[config.mk]
export PLATFORM = sky130hd
export DESIGN_NAME = multi_rate_timer
export DESIGN_NICKNAME = d
export VERILOG_FILES = /design/src/rtl/multi_rate_timer.sv
export SDC_FILE = /design/constraint.sdc
export NUM_CORES = 1
export LEC_CHECK = 0
export CAP_MARGIN = 5
export CORE_ASPECT_RATIO = 2
export CORE_MARGIN = 1.5
export CORE_UTILIZATION = 57
export CTS_CLUSTER_DIAMETER = 80
export DETAILED_ROUTE_END_ITERATION = 12
export PLACE_DENSITY = 0.8
export SYNTH_ARGS = -nofsm -noshare
export SYNTH_HDL_FRONTEND = slang
export SYNTH_SLANG_ARGS = --single-unit
[constraint.sdc]
create_clock -name clock -period 3.2 [get_ports clock]
set_input_delay 0.32 -clock clock [delete_from_list [all_inputs] [get_ports clock]]
set_output_delay 0.32 -clock clock [all_outputs]
set_load 0.005 [all_outputs]
[src/rtl/multi_rate_timer.sv]
// -----------------------------------------------------------------------------
// multi_rate_timer
//   Parametrised countdown timer with pause, auto-reload, a running flag and a
//   one-cycle expiry pulse. A single prescaler counts 0..CLK_HZ-1 and drives
//   both the 2 Hz and 1 Hz enables, so both are exactly periodic.
//
// Parameters
//   CLK_HZ   input clock frequency in Hz (even, >= 4)
//   COUNT_W  width of the countdown value / counter
//   PRESC_W  prescaler width, derived from CLK_HZ
//
// Ports
//   clock          system clock, rising edge
//   reset          asynchronous active-high reset
//   value          load value, sampled on start_timer and on auto-reload
//   start_timer    one-cycle load/restart request (highest priority)
//   pause          level; freezes prescaler and counter while in RUN
//   auto_reload    level; at expiry reload value and keep running
//   expired        high in EXPIRED state
//   expired_pulse  one-cycle pulse when the counter reaches 0
//   one_hz_enable  one-cycle pulse every CLK_HZ active clocks
//   two_hz_enable  one-cycle pulse every CLK_HZ/2 active clocks
//   counter        remaining seconds
//   running        high in RUN state (including while paused)
// -----------------------------------------------------------------------------
module multi_rate_timer #(
  parameter int CLK_HZ  = 100_000_000,
  parameter int COUNT_W = 4,
  parameter int PRESC_W = $clog2(CLK_HZ)
) (
  input  logic               clock,
  input  logic               reset,
  input  logic [COUNT_W-1:0] value,
  input  logic               start_timer,
  input  logic               pause,
  input  logic               auto_reload,
  output logic               expired,
  output logic               expired_pulse,
  output logic               one_hz_enable,
  output logic               two_hz_enable,
  output logic [COUNT_W-1:0] counter,
  output logic               running
);

  localparam logic [PRESC_W-1:0] PRESC_ZERO = {PRESC_W{1'b0}};
  localparam logic [PRESC_W-1:0] PRESC_ONE  = PRESC_W'(1);
  localparam logic [PRESC_W-1:0] PRESC_HALF = PRESC_W'(CLK_HZ / 2 - 1);
  localparam logic [PRESC_W-1:0] PRESC_LAST = PRESC_W'(CLK_HZ - 1);
  localparam logic [COUNT_W-1:0] COUNT_ZERO = {COUNT_W{1'b0}};
  localparam logic [COUNT_W-1:0] COUNT_ONE  = COUNT_W'(1);

  typedef enum logic [1:0] {
    IDLE    = 2'd0,
    RUN     = 2'd1,
    EXPIRED = 2'd2
  } state_t;

  state_t             state;
  logic [PRESC_W-1:0] prescaler;

  logic at_half;
  logic at_last;

  assign at_half = (prescaler == PRESC_HALF);
  assign at_last = (prescaler == PRESC_LAST);

  // Timer FSM, prescaler, counter and all registered outputs.
  always_ff @(posedge clock or posedge reset) begin
    if (reset) begin
      state         <= IDLE;
      prescaler     <= PRESC_ZERO;
      counter       <= COUNT_ZERO;
      expired       <= 1'b0;
      expired_pulse <= 1'b0;
      one_hz_enable <= 1'b0;
      two_hz_enable <= 1'b0;
      running       <= 1'b0;
    end else if (start_timer) begin
      // Load/restart wins over pause and every state.
      counter       <= value;
      prescaler     <= PRESC_ZERO;
      one_hz_enable <= 1'b0;
      two_hz_enable <= 1'b0;
      if (value == COUNT_ZERO) begin
        state         <= EXPIRED;
        expired       <= 1'b1;
        running       <= 1'b0;
        expired_pulse <= 1'b1;
      end else begin
        state         <= RUN;
        expired       <= 1'b0;
        running       <= 1'b1;
        expired_pulse <= 1'b0;
      end
    end else begin
      one_hz_enable <= 1'b0;
      two_hz_enable <= 1'b0;
      expired_pulse <= 1'b0;
      case (state)
        IDLE: begin
          counter   <= COUNT_ZERO;
          prescaler <= PRESC_ZERO;
          expired   <= 1'b0;
          running   <= 1'b0;
        end
        RUN: begin
          if (!pause) begin
            prescaler     <= at_last ? PRESC_ZERO : prescaler + PRESC_ONE;
            two_hz_enable <= at_half || at_last;
            one_hz_enable <= at_last;
          end
          // In RUN the counter is only 0 on the cycle after an auto-reload
          // expiry, so a zero count here means "reload now".
          if (counter == COUNT_ZERO) begin
            counter <= value;
            if (value == COUNT_ZERO) begin
              state     <= EXPIRED;
              expired   <= 1'b1;
              running   <= 1'b0;
              prescaler <= PRESC_ZERO;
            end
          end else if (!pause && at_last) begin
            counter <= counter - COUNT_ONE;
            if (counter == COUNT_ONE) begin
              expired_pulse <= 1'b1;
              if (!auto_reload) begin
                // Prescaler has just wrapped to 0 and stays there.
                state   <= EXPIRED;
                expired <= 1'b1;
                running <= 1'b0;
              end
            end
          end
        end
        EXPIRED: begin
          prescaler <= PRESC_ZERO;
          expired   <= 1'b1;
          running   <= 1'b0;
        end
        default: begin
          state     <= IDLE;
          prescaler <= PRESC_ZERO;
          counter   <= COUNT_ZERO;
          expired   <= 1'b0;
          running   <= 1'b0;
        end
      endcase
    end
  end

endmodule
**Yosys cells after proc, flatten, opt, wreduce, memory -nomap -nowiden**

Index checks and enable logic that the tools add are counted.

- Add/subtract/negate cells: 2
- Equal/unequal tests: 11
- Muxes and demuxes: 45
- Reduce and logical (&&, ||, !) cells: 10

Operator list:

| kind | count |
|---|---|
| 2-to-1 mux 27 bit | 6 |
| adder 27 x 1 -> 27 bit (second input constant) | 1 |
| equality test 27 x 26 -> 1 bit (second input constant) | 1 |
| equality test 27 bit (second input constant) | 1 |
| 2-to-1 mux 1 bit | 26 |
| inequality test 4 bit (second input constant) | 4 |
| 2-to-1 mux 2 bit | 7 |
| 2-to-1 mux 4 bit | 3 |
| zero test 4 bit | 2 |
| one-hot mux 4 bit (2 select lines) | 1 |
| AND reduction 5 bit | 1 |
| equality test 4 x 1 -> 1 bit (second input constant) | 1 |
| one-hot mux 2 bit (2 select lines) | 1 |
| AND reduction 4 bit | 1 |
| subtractor 4 x 1 -> 4 bit (second input constant) | 1 |
| equality test 2 x 1 -> 1 bit (second input constant) | 1 |
| equality test 2 bit (second input constant) | 1 |
| zero test 2 bit | 1 |
| inequality test 2 x 1 -> 1 bit (second input constant) | 1 |
| inequality test 2 bit (second input constant) | 1 |
| one-hot mux 1 bit (2 select lines) | 1 |
| AND reduction 2 bit | 1 |
| OR reduction 2 bit | 1 |
| logical AND 1 bit | 1 |
| 2 further kinds | 2 |

- Register bits after elaboration: 38
- Input port bits: 9
- Output and inout port bits: 9
- Logic and storage cells: 76

**Logic depth before layout (Yosys ltp)**

- Word-level depth: 7
- Mapped depth: 8
- Gate-level depth less buffers: 7

**Worst setup path before layout**

No wires, ideal clock.

- Path kind: register to register
- Start: register prescaler[8]
- End: register counter[2]
- Arrival time: 2.175 ns
- Data required time: 3.075 ns
- Setup slack: 0.900 ns
- Stages on the path, launching flop included: 7
- Path buffers: 1
- Period minus slack after synthesis: 2.300 ns
- Path through: dfrtp_1 -> nand4b_1 -> or4_1 -> or4_1 -> buf_6 -> a21oi_4 -> mux2_4

- Word-level cells in the longest chain between the ends: 4

Ends and longest elaborated chain:

| what | RTL line | text |
|---|---|---|
| start, declared | 59 | `logic [PRESC_W-1:0] prescaler;` |
| start signal, assigned | 108 | `prescaler <= at_last ? PRESC_ZERO : prescaler + PRESC_ONE;` |
| equality test 27 bit | 65 | `assign at_last = (prescaler == PRESC_LAST);` |
| logical AND 1 bit | 122 | `end else if (!pause && at_last) begin` |
| inequality test 4 bit (no line) | -- |  |
| AND reduction 2 bit (no line) | -- |  |
| end signal, assigned | 80 | `counter <= value;` |
| end signal, assigned | 115 | `counter <= value;` |
| end signal, assigned | 123 | `counter <= counter - COUNT_ONE;` |
| end, declared | 41 | `output logic [COUNT_W-1:0] counter,` |

No other way between the ends.
A chain may end at the register's enable or synchronous reset.

**Worst setup path after layout**

- Start: register prescaler[8]
- End: register expired

- Word-level cells in the longest chain between the ends: 4

Ends and longest elaborated chain:

| what | RTL line | text |
|---|---|---|
| equality test 27 bit | 65 |  |
| logical AND 1 bit | 122 |  |
| inequality test 4 bit (no line) | -- |  |
| AND reduction 4 bit (no line) | -- |  |
| end signal, assigned | 73 | `expired <= 1'b0;` |
| end signal, assigned | 118 | `expired <= 1'b1;` |
| end signal, assigned | 129 | `expired <= 1'b1;` |
| end, declared | 37 | `output logic expired,` |

No other way between the ends.

==> flow_summary.yaml <==
drt:
  vias: 1671
  drt-vias-per-instance: 5.65
  drt_iter0_markers: 46
  drc: 0
  drt_pass1_iterations: 6
  post_drt_wl_per_cell_um: 14.9
  wl_mm: 4.40
  ant_nets: 0
setup_path:
  crit_buf_inv: 0
  critPathTopFamily: "simple AND/OR/NAND/NOR gates"
  crit_type: "reg2reg"
  cp-end-kind: "register"
  cp-start-kind: "register"
  cp_slowest_cell: "or4_1"
  cp_common_cell: "or4_1"
  critPathArrivalTime_ps: 2760
  worst_path_largest_cell_delay_ps: 740
  cp.required_ps: 3380
  cp_max_fo: 8
  cp_cell_sequence: "nand4b_1 > or4_1 > or4_1 > a21oi_2 > mux2_1"
grt:
  grt_util_met2_pct: 44.7
  overflow: 0
  grt_pass1_wl_mm: 7.29
  antenna_found_initial: 0
  grt_pass1_vias: 1632
  use_met1_pct: 25.5
  use_met3_pct: 4.24
  grt_start_max_net_pins: 39
  grt_use_total_pct: 24.5
  top_usage_layer: "met2"
placement:
  pre_cts_ws_ps: 394
  io_buffers: 17
  globalplace.congestion: 0.933
  place_area_sq_um: 2350
  hpwl_mm: 3.25
pwr:
  finalPower_mw: 1.53
  power_density_nw_per_um2: 612
  power_leakage_nw: 1.03
  ir_drop_uv: 555
final_layout:
  fillers: 295
  drive_above_1_share_pct: 9.31
  area_growth_pct: 18.3
  design_area_sq_um: 2500
  fin_util_pct: 70.0
  nets: 261
  final_cell_mix: "38 x nor2_1, 38 x dfrtp_1, 17 x clkdlybuf4s50_1"
  diodes: 0
die:
  dieHeight_um: 89.0
  core_sq_um: 3570
  die_w_um: 46.0
  rows: 31
  dieArea_sq_um: 4100
  io_pins: 18
  start_util_pct: 59.1
sta:
  finalHoldViolations: 0
  worst_slew_pin_slew_ps: 542
  rsz0062_at_grt: "false"
  relSlewSlack_pct: 63.5
  final-setup-viol-count: 0
  maxSlewViolCount: 0
  finalCritPeriodShare_pct: 80.7
  setup_ws_ps: 617
  clock_skew_ps: 9.98
  setup_tns_ps: 0
  finalCriticalPeriod_ps: 2580
  fmax_mhz: 387
clock_network:
  cts_made_buffers: 5
  cts_setup_buffers: 0
  path_clk_slew_ps: 80
  cts_tree: "built"
  cts.sinks: 38
  cts_resized: 0
  cts.path.max_buffers: 2
  clk_latency_ps: 290
  hold_buffers: 0
  root_buffer: "clkbuf_8"
  htree_levels: 2
yosys:
  synth_edf_count: 0
  synth-seq-cells: 38
  ys.flop_type: "dfrtp_1"
  yosysSeqAreaShare_pct: 45.1
  syn_inst: 221
  synth.distinct_cells: 46
  yosys_warnings: 0
  synthesis.nets: 236
  syn-cell-area_sq_um: 2110
  postSynthAreaPerCell_sq_um: 9.55
  async_flop_share_pct: 100
min_path:
  hp-class: "in2async"
status:
  outcome: "complete, no violations"
flow_run:
  max_cap_violations: 0
[report_power, final]
| part | leakage, nW | switching [mW] | internal (mW) |
|---|---|---|---|
| Combinational | 0.446 | 0.224 | 0.220 |
| Clock | 0.0714 | 0.164 | 0.332 |
| Sequential | 0.516 | 0.0613 | 0.525 |
| Total | 1.03 | 0.449 | 1.08 |
[final cells by class]
cell class	instances	area [sq um]	area share, %
clock buffers	6	82.6	3.31
clock inverters	2	60.1	2.41
inverters	9	33.8	1.35
multi-input cells	170	1100	44.1
flip-flops and latches	38	951	38.1
well taps	49	61.3	2.46
repair buffers	22	208	8.32
[metrics by stage]
stage	instances	hold slack [ps]
after floorplan	221	470
after global routing	296	513
after global placement	288	476
final	296	435
after detailed placement	288	488
after CTS	296	444
[worst paths after layout]
check                      slack, ps             to    startpoint  depth (start not counted)
hold reg to reg                  500        expired       expired                          1
setup reg to reg                 620        expired  prescaler[8]                          5
max in group asynchronous       2430  prescaler[26]         reset                          3
min in group clock               500        expired       expired                          1
hold / removal                   430     counter[1]         reset                          3
setup / recovery                 620        expired  prescaler[8]                          5
[state kept, by name, indices dropped and copies added, names as in the netlist]
name           cells
state              2
two_hz_enable      1
counter            4
expired_pulse      1
running            1
prescaler         27
expired            1
one_hz_enable      1
[routing by layer]
metal  vias to the layer above  share of wire [%]
met2                        32                 58
met3                         8                2.2
met1                       809                 38
li1                        822                  -
met4                         0                1.9
met5                         -                  0
[cells in the mapped netlist (all sizes together), types with 3 or more instances]
cell type	count	area, sq um
a21oi	7	50.1
and3	3	20.0
buf	3	21.3
dfrtp	38	951
ha	6	75.1
inv	9	33.8
mux2	4	52.6
nand2	15	58.8
nand3	12	60.1
nand4	9	56.3
nand4b	3	26.3
nor2	38	143
nor2b	4	25.0
nor3	6	35.0
nor4	5	31.3
o21ai	5	25.0
or4	3	22.5
xnor2	9	78.8
xor2	16	140
[worst register-to-register path: stages (launching register included)]
cell and delay [ps]:
dfrtp_1 450, nand4b_1 190, or4_1 450, or4_1 740, a21oi_2 300, mux2_1 340
[kinds of logic after synthesis]
kind of cell / count (synthesis) / synth area share [%]
adders and majority gates: 6 / 3.56
xor gates and xnor gates: 25 / 10.4
DFF: 38 / 45.1
buffers and inverters: 13 / 2.79
AOI/OAI and AO/OA: 24 / 8.19
and+or+nand+nor: 109 / 26.6
muxes: 6 / 3.44
Power figures use the tool's default switching activity.
